===== src/rtl/store_write_unit.sv =====
// ---------------------------------------------------------------------------
// store_write_unit
//
// Data-memory write stage that follows the store-width decoder. It takes one
// store (width code, byte address, LSB-justified data), positions the bytes
// into their memory lanes, and issues word-aligned, byte-enabled write
// requests over a req/ack handshake. A store that straddles a word boundary
// becomes two word writes (LO word, then HI word). The pipeline is stalled
// (store_ready low) until the store completes, aborts or traps.
//
// Parameters:
//   ADDR_W   byte-address width
//   TIMEOUT  cycles a request may wait for mem_ack before aborting (>= 2)
//
// Optional build macro:
//   STORE_MISALIGN_TRAP_EN  when defined, word-crossing stores are not split
//                           but finish immediately with store_err.
//
// Ports:
//   clk, rst          clock (posedge), asynchronous active-high reset
//   store_valid       store request from the pipeline
//   save_method[1:0]  00 byte, 01 half, 10 word, 11 reserved
//   addr              byte address
//   wdata[31:0]       store data, LSB-justified
//   store_ready       unit idle and able to accept (low = stall)
//   store_done        one-cycle completion pulse
//   store_err         with store_done: reserved code, timeout or trap
//   mem_req           write request (registered)
//   mem_addr          word-aligned write address (registered)
//   mem_wdata[31:0]   lane-positioned write data (registered)
//   mem_be[3:0]       byte enables (registered)
//   mem_ack           memory accepted the write (sampled while mem_req=1)
// ---------------------------------------------------------------------------
module store_write_unit #(
   parameter int ADDR_W  = 32,
   parameter int TIMEOUT = 16
) (
   input  logic              clk,
   input  logic              rst,
   input  logic              store_valid,
   input  logic [1:0]        save_method,
   input  logic [ADDR_W-1:0] addr,
   input  logic [31:0]       wdata,
   output logic              store_ready,
   output logic              store_done,
   output logic              store_err,
   output logic              mem_req,
   output logic [ADDR_W-1:0] mem_addr,
   output logic [31:0]       mem_wdata,
   output logic [3:0]        mem_be,
   input  logic              mem_ack
);

   localparam int CNT_W = $clog2(TIMEOUT + 1);
   localparam logic [CNT_W-1:0] TMO_LAST = CNT_W'(TIMEOUT - 1);

   typedef enum logic [1:0] {
      S_IDLE,
      S_LO,
      S_HI,
      S_FIN
   } state_t;

   state_t r_state;
   state_t w_stateNext;

   logic [1:0]        r_method;
   logic [ADDR_W-1:0] r_addr;
   logic [31:0]       r_wdata;
   logic              r_err;
   logic [CNT_W-1:0]  r_tmoCnt;
   logic              r_memReq;
   logic [ADDR_W-1:0] r_memAddr;
   logic [31:0]       r_memWdata;
   logic [3:0]        r_memBe;

   logic              w_accept;
   logic [1:0]        w_srcMethod;
   logic [ADDR_W-1:0] w_srcAddr;
   logic [31:0]       w_srcWdata;
   logic [1:0]        w_off;
   logic [3:0]        w_mask;
   logic [31:0]       w_masked;
   logic [7:0]        w_be8;
   logic [63:0]       w_data64;
   logic [ADDR_W-1:0] w_loAddr;
   logic [ADDR_W-1:0] w_hiAddr;
   logic              w_reserved;
   logic              w_split;
   logic              w_timeoutHit;
   logic              w_errNext;
   logic [CNT_W-1:0]  w_cntNext;

   assign w_accept    = store_valid && (r_state == S_IDLE);
   assign store_ready = (r_state == S_IDLE);
   assign store_done  = (r_state == S_FIN);
   assign store_err   = (r_state == S_FIN) && r_err;
   assign mem_req     = r_memReq;
   assign mem_addr    = r_memAddr;
   assign mem_wdata   = r_memWdata;
   assign mem_be      = r_memBe;

   // While idle the lane math looks straight at the inputs so the first
   // request can be registered on the accept edge; once busy it uses the
   // latched copy, which keeps the request fields stable.
   assign w_srcMethod = (r_state == S_IDLE) ? save_method : r_method;
   assign w_srcAddr   = (r_state == S_IDLE) ? addr        : r_addr;
   assign w_srcWdata  = (r_state == S_IDLE) ? wdata       : r_wdata;

   // Byte lane placement: the store is viewed as an 8-byte window starting at
   // the word address; the low half is the LO write, the high half the HI one.
   always_comb begin
      w_mask   = 4'b0000;
      w_masked = 32'h0;
      case (w_srcMethod)
         2'b00: begin
            w_mask   = 4'b0001;
            w_masked = {24'h0, w_srcWdata[7:0]};
         end
         2'b01: begin
            w_mask   = 4'b0011;
            w_masked = {16'h0, w_srcWdata[15:0]};
         end
         2'b10: begin
            w_mask   = 4'b1111;
            w_masked = w_srcWdata;
         end
         default: begin
            w_mask   = 4'b0000;
            w_masked = 32'h0;
         end
      endcase
   end

   assign w_off        = w_srcAddr[1:0];
   assign w_be8        = {4'b0000, w_mask} << w_off;
   assign w_data64     = {32'h0, w_masked} << {w_off, 3'b000};
   assign w_loAddr     = {w_srcAddr[ADDR_W-1:2], 2'b00};
   assign w_hiAddr     = w_loAddr + {{(ADDR_W-3){1'b0}}, 3'b100};
   assign w_reserved   = (w_srcMethod == 2'b11);
   assign w_split      = (w_be8[7:4] != 4'b0000);
   assign w_timeoutHit = (r_tmoCnt == TMO_LAST);

   // Next-state, error and timeout-counter decisions. The counter is cleared
   // whenever the state changes, so it restarts for each LO/HI request.
   always_comb begin
      w_stateNext = r_state;
      w_errNext   = r_err;
      w_cntNext   = r_tmoCnt;
      case (r_state)
         S_IDLE: begin
            if (store_valid) begin
               w_errNext = 1'b0;
               if (w_reserved) begin
                  w_stateNext = S_FIN;
                  w_errNext   = 1'b1;
`ifdef STORE_MISALIGN_TRAP_EN
               end else if (w_split) begin
                  w_stateNext = S_FIN;
                  w_errNext   = 1'b1;
`endif
               end else begin
                  w_stateNext = S_LO;
               end
            end
         end
         S_LO: begin
            if (mem_ack) begin
               w_stateNext = w_split ? S_HI : S_FIN;
            end else if (w_timeoutHit) begin
               w_stateNext = S_FIN;
               w_errNext   = 1'b1;
            end
         end
         S_HI: begin
            if (mem_ack) begin
               w_stateNext = S_FIN;
            end else if (w_timeoutHit) begin
               w_stateNext = S_FIN;
               w_errNext   = 1'b1;
            end
         end
         S_FIN: begin
            w_stateNext = S_IDLE;
         end
         default: begin
            w_stateNext = S_IDLE;
         end
      endcase
      if (w_stateNext != r_state) begin
         w_cntNext = '0;
      end else if (r_memReq && !mem_ack) begin
         w_cntNext = r_tmoCnt + 1'b1;
      end
   end

   // State register.
   always_ff @(posedge clk or posedge rst) begin
      if (rst) begin
         r_state <= S_IDLE;
      end else begin
         r_state <= w_stateNext;
      end
   end

   // Latched store, error flag, timeout counter and the registered memory
   // request. The request fields follow the state being entered, so they are
   // zero outside LO/HI and change only on a LO->HI step.
   always_ff @(posedge clk or posedge rst) begin
      if (rst) begin
         r_method   <= 2'b00;
         r_addr     <= '0;
         r_wdata    <= 32'h0;
         r_err      <= 1'b0;
         r_tmoCnt   <= '0;
         r_memReq   <= 1'b0;
         r_memAddr  <= '0;
         r_memWdata <= 32'h0;
         r_memBe    <= 4'b0000;
      end else begin
         if (w_accept) begin
            r_method <= save_method;
            r_addr   <= addr;
            r_wdata  <= wdata;
         end
         r_err    <= w_errNext;
         r_tmoCnt <= w_cntNext;
         case (w_stateNext)
            S_LO: begin
               r_memReq   <= 1'b1;
               r_memAddr  <= w_loAddr;
               r_memWdata <= w_data64[31:0];
               r_memBe    <= w_be8[3:0];
            end
            S_HI: begin
               r_memReq   <= 1'b1;
               r_memAddr  <= w_hiAddr;
               r_memWdata <= w_data64[63:32];
               r_memBe    <= w_be8[7:4];
            end
            default: begin
               r_memReq   <= 1'b0;
               r_memAddr  <= '0;
               r_memWdata <= 32'h0;
               r_memBe    <= 4'b0000;
            end
         endcase
      end
   end

endmodule

===== config.mk =====
export PLATFORM = sky130hd
export DESIGN_NAME = store_write_unit
export DESIGN_NICKNAME = d
export VERILOG_FILES = /design/src/rtl/store_write_unit.sv
export SDC_FILE = /design/constraint.sdc
export NUM_CORES = 1
export LEC_CHECK = 0
export BUFFER_PORTS_ARGS = -buffer_cell sky130_fd_sc_hd__buf_2
export CORE_UTILIZATION = 35
export CTS_BUF_LIST = sky130_fd_sc_hd__clkbuf_4
export DETAILED_ROUTE_END_ITERATION = 16
export PLACE_DENSITY = 0.51
export SYNTH_ARGS = -nofsm -noshare
export SYNTH_HDL_FRONTEND = slang
export SYNTH_SLANG_ARGS = --single-unit

===== constraint.sdc =====
create_clock -name clk -period 5.8 [get_ports clk]
set_clock_uncertainty 0.05 [all_clocks]
set_input_delay 0.58 -clock clk [delete_from_list [all_inputs] [get_ports clk]]
set_output_delay 0.58 -clock clk [all_outputs]
set_load 0.01 [all_outputs]

# Word level (Yosys, flattened, before mapping)
# Index checks and enable logic that the tools add are counted.
# Widths: inputs -> output; s select.
[totals] regBits=143 output_inout_bits=72
[op_classes] addsub=2 n_eq_ne=13 shift=2 n_mux=23 reduce_logical=12
[op_table] op="$pmux 32 s2" n=2
[op_table] op="$pmux 32 s3" n=1
[op_table] op="$mux 32" n=2
[op_table] op="$shl 32x5->64" n=1
[op_table] op="$add 32x3->32 const B" n=1
[op_table] op="$mux 2" n=6
[op_table] op="$pmux 4 s3" n=1
[op_table] op="$eq 2x2->1 const B" n=5
[op_table] op="$mux 5" n=2
[op_table] op="$pmux 2 s4" n=1
[op_table] op="$pmux 4 s2" n=1
[op_table] op="$shl 4x2->8" n=1
[op_table] op="$eq 2x1->1 const B" n=3
[op_table] op="$mux 1" n=6
[op_table] op="$add 5x1->5 const B" n=1
[op_table] op="$eq 5x4->1 const B" n=1
[op_table] op="$logic_not 2->1" n=2
[op_table] op="$ne 2x2->1 const B" n=2
[op_table] op="$reduce_and 4->1" n=1
[op_table] op="$reduce_bool 2->1" n=2
[op_table] op="$reduce_bool 4->1" n=1
[op_table] op="$reduce_or 2->1" n=2
[op_table] op="$logic_and 1x1->1" n=3
[op_table] op="$ne 2x1->1 const B" n=1
[op_table] op="other kinds (3)" n=3

# Depth between registers and ports, before layout
[logic_depth] depth_word=12 ltp_mapped=23 ltp_nobuf=15

# Worst setup path after synthesis
# No wires, ideal clock.
[synth_path] kind="reg2reg" startpoint="register r_state[0]" endpoint="register r_memAddr[15] (netlist: mem_addr[15])" t_arrival_ns=4.181 path_slack_ns=1.429 stages_incl_launch_ff=23 n_path_buf=9 synth_period_minus_slack_ns=4.371 cell_sequence="dfrtp_1 inv_1 ha_1 buf_6 buf_6 buf_6 buf_2 buf_2 mux2i_1 inv_1 ha_1 clkbuf_1 nand2b_1 o21ai_0 a21oi_1 inv_1 ha_1 clkbuf_1 inv_1 nand2_1 clkbuf_1 clkbuf_1 o22ai_1"
[synth_rtl] item="start, declared" line="64" source="state_t r_state;"
[synth_rtl] item="start signal, assigned" line="202" source="r_state <= w_stateNext;"
[synth_rtl] item="$logic_not 2->1 *"
[synth_rtl] item="net store_ready" line="44" source="output logic store_ready,"
[synth_rtl] item="$mux 2" line="106" source="assign w_srcMethod = (r_state == S_IDLE) ? save_method : r_method;"
[synth_rtl] item="$eq 2x2->1" line="140" source="assign w_reserved = (w_srcMethod == 2'b11);"
[synth_rtl] item="$mux 2" line="154" source="if (w_reserved) begin"
[synth_rtl] item="$mux 2" line="152" source="if (store_valid) begin"
[synth_rtl] item="$pmux 2 s4 *" line="150" source="case (r_state)"
[synth_rtl] item="net w_stateNext[1]" line="65" source="state_t w_stateNext;"
[synth_rtl] item="$eq 2x2->1 or $eq 2x1->1 (tied branches)" line="228" source="case (w_stateNext)"
[synth_rtl] item="$pmux 32 s2 *" line="228"
[synth_rtl] item="end signal, assigned" line="231" source="r_memAddr <= w_loAddr;"
[synth_rtl] item="end signal, assigned" line="237" source="r_memAddr <= w_hiAddr;"
[synth_rtl] item="end, declared" line="73" source="logic [ADDR_W-1:0] r_memAddr;"
# The timed path passes the listed nets; every way through them passes the cells marked *.
# A chain may end at the register's enable or synchronous reset.

# Worst setup path after layout
[layout_path] startpoint="register r_state[0]" endpoint="register r_memWdata[25] (netlist: mem_wdata[25])"
[layout_rtl] item="$logic_not 2->1" line="106, 150"
[layout_rtl] item="$mux 2" line="106"
[layout_rtl] item="$eq 2x2->1" line="140"
[layout_rtl] item="$mux 2" line="154"
[layout_rtl] item="$mux 2" line="152"
[layout_rtl] item="$pmux 2 s4 *" line="150"
[layout_rtl] item="net w_stateNext[1]" line="65"
[layout_rtl] item="$eq 2x2->1 or $eq 2x1->1 (tied branches)" line="228"
[layout_rtl] item="$pmux 32 s2 *" line="228"
[layout_rtl] item="end signal, assigned" line="232" source="r_memWdata <= w_data64[31:0];"
[layout_rtl] item="end signal, assigned" line="238" source="r_memWdata <= w_data64[63:32];"
[layout_rtl] item="end, declared" line="74" source="logic [31:0] r_memWdata;"
# Marked as above.

==> run summary <==
Setup violations remaining at the end of the flow were counted as 0. The time the final worst path needs with I/O delays and setup came out at 4660 ps. The run finished with clean final reports. The final hold violation count came out at 0. Among all cell types in the netlist, the one instantiated most often is dfrtp_1.

Relative to the synthesized area, the layout overhead comes to 15.7%. The total iterations of the first detailed-routing run is 5. The slowest stage of the critical path belongs to the cell ha_4. The I/O pin total came out at 142. Timing would allow up to 215 MHz.

Along the worst path, the maximum fanout reaches 65. The longest individual stage delay on the worst path is 710 ps. Hold repair after CTS inserted 0 buffers. By instance count, the cell type seen most on the critical path is inv_1.

The routed design has 20.8 mm of wire. The first global-routing pass estimated 32.7 mm of wire. In the final design database the tool counted 927 nets.

Traced cell by cell, the critical path runs through inv_1 > ha_4 > mux2i_1 > inv_1 > ha_1 > nand2b_1 > o21ai_0 > a21oi_1 > inv_1 > ha_1 > inv_1 > nand2_1 > buf_4 > a211oi_1. The via count of the first global-routing pass is 5,913. After synthesis, the cell types taking the most area are dfrtp_1 (45%), mux2_2 (14%), mux2i_1 (8.6%). The total of buffers placed on input and output ports came out at 139. The die is 151 um tall. The path class of the tightest hold or removal check is primary input to asynchronous set/reset pin.

The overall power consumption is 5.50 mW. The setup total negative slack is 0 ps. The number of resized instances in the post-cts repair step is 0. The count of H-tree levels built during CTS is 4. In this run, distinct cell masters in the synthesized netlist total 63. The period utilization came out at 0.803.

The leakage power is 4.16 nW. The congestion estimate from routability-driven global placement came to 0.811. The setup slack of the critical path after layout is 1140 ps. The clock slew seen by the registers of the worst setup and hold paths is 130 ps. The synthesized netlist occupies a cell area of 0.00780 mm2.

The sum of overflow across all layers after global routing came out at 0. After floorplanning, the core was divided into 54 placement rows. Yosys mapped a number of flops with a built-in enable equal to 0. In this run the clock root is driven by a clkbuf_4. The relative slew slack is 0.356.

The worst setup path is of the register to register kind. The synthesized area per cell came out at 10.9 um2. The Yosys step of the flow raised 0 warnings. STA classifies the critical path endpoint as a register. The total number of clock tree sinks came out at 141. The flip-flop and latch count after synthesis came out at 141. The number of antenna violations at the first check in global routing is 1. Of the synthesized area, sequential elements account for 0.453. The data arrival time of the worst path came out at 5060 ps. The maximum number of pins on one net before global-route repair came out at 104.

For this run, the leading register cell type out of synthesis is dfrtp_1. The remaining design rule violation count came out at 0. The clock tree buffer depth is 2. The overall via count from detail_route came out at 6,046. The post-CTS setup repair buffer count is 0. The initial standard-cell utilization of the core is 0.357.

After synthesis, the share of flip-flops with an asynchronous set or reset is 1.00. The post-detailed-route wirelength per cell came out at 18.3 um. The insertion delay of the later-clocked pin in the worst-skew pair is 560 ps. The width of the die came out at 151 um. The post-DP HPWL came out at 14.9 mm. The number of nets with antenna violations after routing is 0.

Setup repair after global routing left no endpoint under its margin. The average via count per standard cell is 5.32. Sorting the synthesized cells by how often they occur yields dfrtp_1 (141), mux2_2 (96), mux2i_1 (67), nor2_1 (66), nand2_1 (50). The number of buffers and inverters on the critical path is 5. The ratio of cells with drive above 1 in the final layout came out at 0.338.

The required time of the worst setup path is 6200 ps. The setup slack at placement is 1030 ps. The placeable core region is 0.0218 mm2. The number of maximum-capacitance violations came out at 0. STA classifies the critical path startpoint as a register. The number of max-slew violations in the final report is 0.

The power density over cell area came out at 610 mW/mm2. The synthesized instance count came out at 716. The share of Yosys cell area claimed by the top area cell type is 0.453. The overall track demand over capacity in global routing came out at 0.190. The TritonCTS clock tree is yes. The most critical setup path has its startpoint at r_state[0]. The biggest area contributor in the post-synthesis netlist is dfrtp_1. Broken down by cell family, the worst path's largest delay share belongs to adder cells. The total CTS buffers came out at 17. The launch instance of the worst register-to-register path is r_state[0]. The floorplan die area is 0.0229 mm2. For the pin with the worst max-slew slack, the measured transition is 966 ps. The detailed router's first-iteration violation count came out at 326. The peak ir drop on the vdd network is 0.363 mV.
-- worst register-to-register path, stage by stage (launching register included) --
cell and delay (ps):
dfrtp_1 440, inv_1 170, ha_4 710, mux2i_1 320
inv_1 150, ha_1 490, nand2b_1 200, o21ai_0 80
a21oi_1 310, inv_1 80, ha_1 290, inv_1 170
nand2_1 520, buf_4 400, a211oi_1 190
-- state kept, by name (all words and copies together) (netlist names) --
name       count
r_wdata       32
r_method       2
r_err          1
r_state        2
mem_addr      30
r_addr        32
r_tmoCnt       5
mem_req        1
mem_be         4
mem_wdata     32
-- routing by layer --
layer / track usage / up-vias / routed length, um
met3: 0.0392 / 20 / 920
li1: - / 2891 / -
met4: 0.0550 / 0 / 325
met5: 0 / - / 0
met1: 0.284 / 2989 / 10500
met2: 0.273 / 146 / 9050
-- power by group --
| part | internal, mW | leakage [nW] | switching, mW |
|---|---|---|---|
| clock | 0.303 | 0.155 | 0.367 |
| combinational | 1.30 | 2.21 | 1.95 |
| sequential | 1.37 | 1.80 | 0.213 |
-- per-stage QoR --
stage                     utilization  instances  cell area, um2  hold WS (ps)
after global routing            0.413       1136            9020           140
after floorplan                     -        717            7800           425
after CTS                       0.413       1135            9020           158
after global placement          0.400       1103            8720           436
final                           0.413       1136            9020           182
after detailed placement        0.400       1103            8720           442
-- worst paths after layout --
kind                                  to  slack, ps  cells after the start
max in group asynchronous   mem_wdata[6]       4370                      3
max reg2reg                mem_wdata[25]       1140                     14
min                          r_wdata[24]        180                      2
max                        mem_wdata[25]       1140                     14
min in group clk             r_wdata[24]        220                      2
min reg2reg                   r_wdata[6]        470                      1
-- kinds of logic after synthesis --
group	count (synthesis)	share of synthesized area
multiplexers	164	0.226
other	1	0.000481
buffers and inverters	61	0.0380
AO/OA/AOI/OAI	121	0.113
AND/OR/NAND/NOR	199	0.130
XOR/XNOR	14	0.0157
flip-flops	141	0.453
adder cells (fa/ha/maj)	15	0.0241
-- cell type report --
type / instances / area, um2
Clock buffer: 19 / 143
Clock inverter: 13 / 149
Multi-Input combinational cell: 515 / 4000
Inverter: 17 / 68.8
Timing Repair Buffer: 150 / 778
Tap cell: 280 / 350
Sequential cell: 141 / 3530
Fill cell: 2152 / 12800
Antenna cell: 1 / 2.50
-- placed cells by master (no fill, tap or decap), types with 3 or more instances in the layout --
| master | n |
|---|---|
| a211oi_1 | 7 |
| a21oi_1 | 16 |
| a222oi_1 | 9 |
| a22oi_1 | 14 |
| a2bb2oi_1 | 6 |
| a31oi_1 | 6 |
| and3_1 | 4 |
| buf_2 | 139 |
| buf_4 | 11 |
| bufinv_16 | 3 |
| clkbuf_4 | 19 |
| clkinv_1 | 3 |
| clkinv_2 | 3 |
| dfrtp_1 | 141 |
| ha_1 | 14 |
| inv_1 | 16 |
| mux2_2 | 96 |
| mux2i_1 | 67 |
| nand2_1 | 49 |
| nand2b_1 | 4 |
| nand3_1 | 16 |
| nand3b_1 | 5 |
| nand4_1 | 11 |
| nand4b_1 | 5 |
| nor2_1 | 66 |
| nor3_1 | 19 |
| o21a_1 | 5 |
| o21ai_0 | 19 |
| o22ai_1 | 11 |
| o31a_1 | 3 |
| o31ai_1 | 4 |
| o32ai_1 | 6 |
| or3_1 | 3 |
| xnor2_1 | 12 |
(Power assumes the default switching activity.)
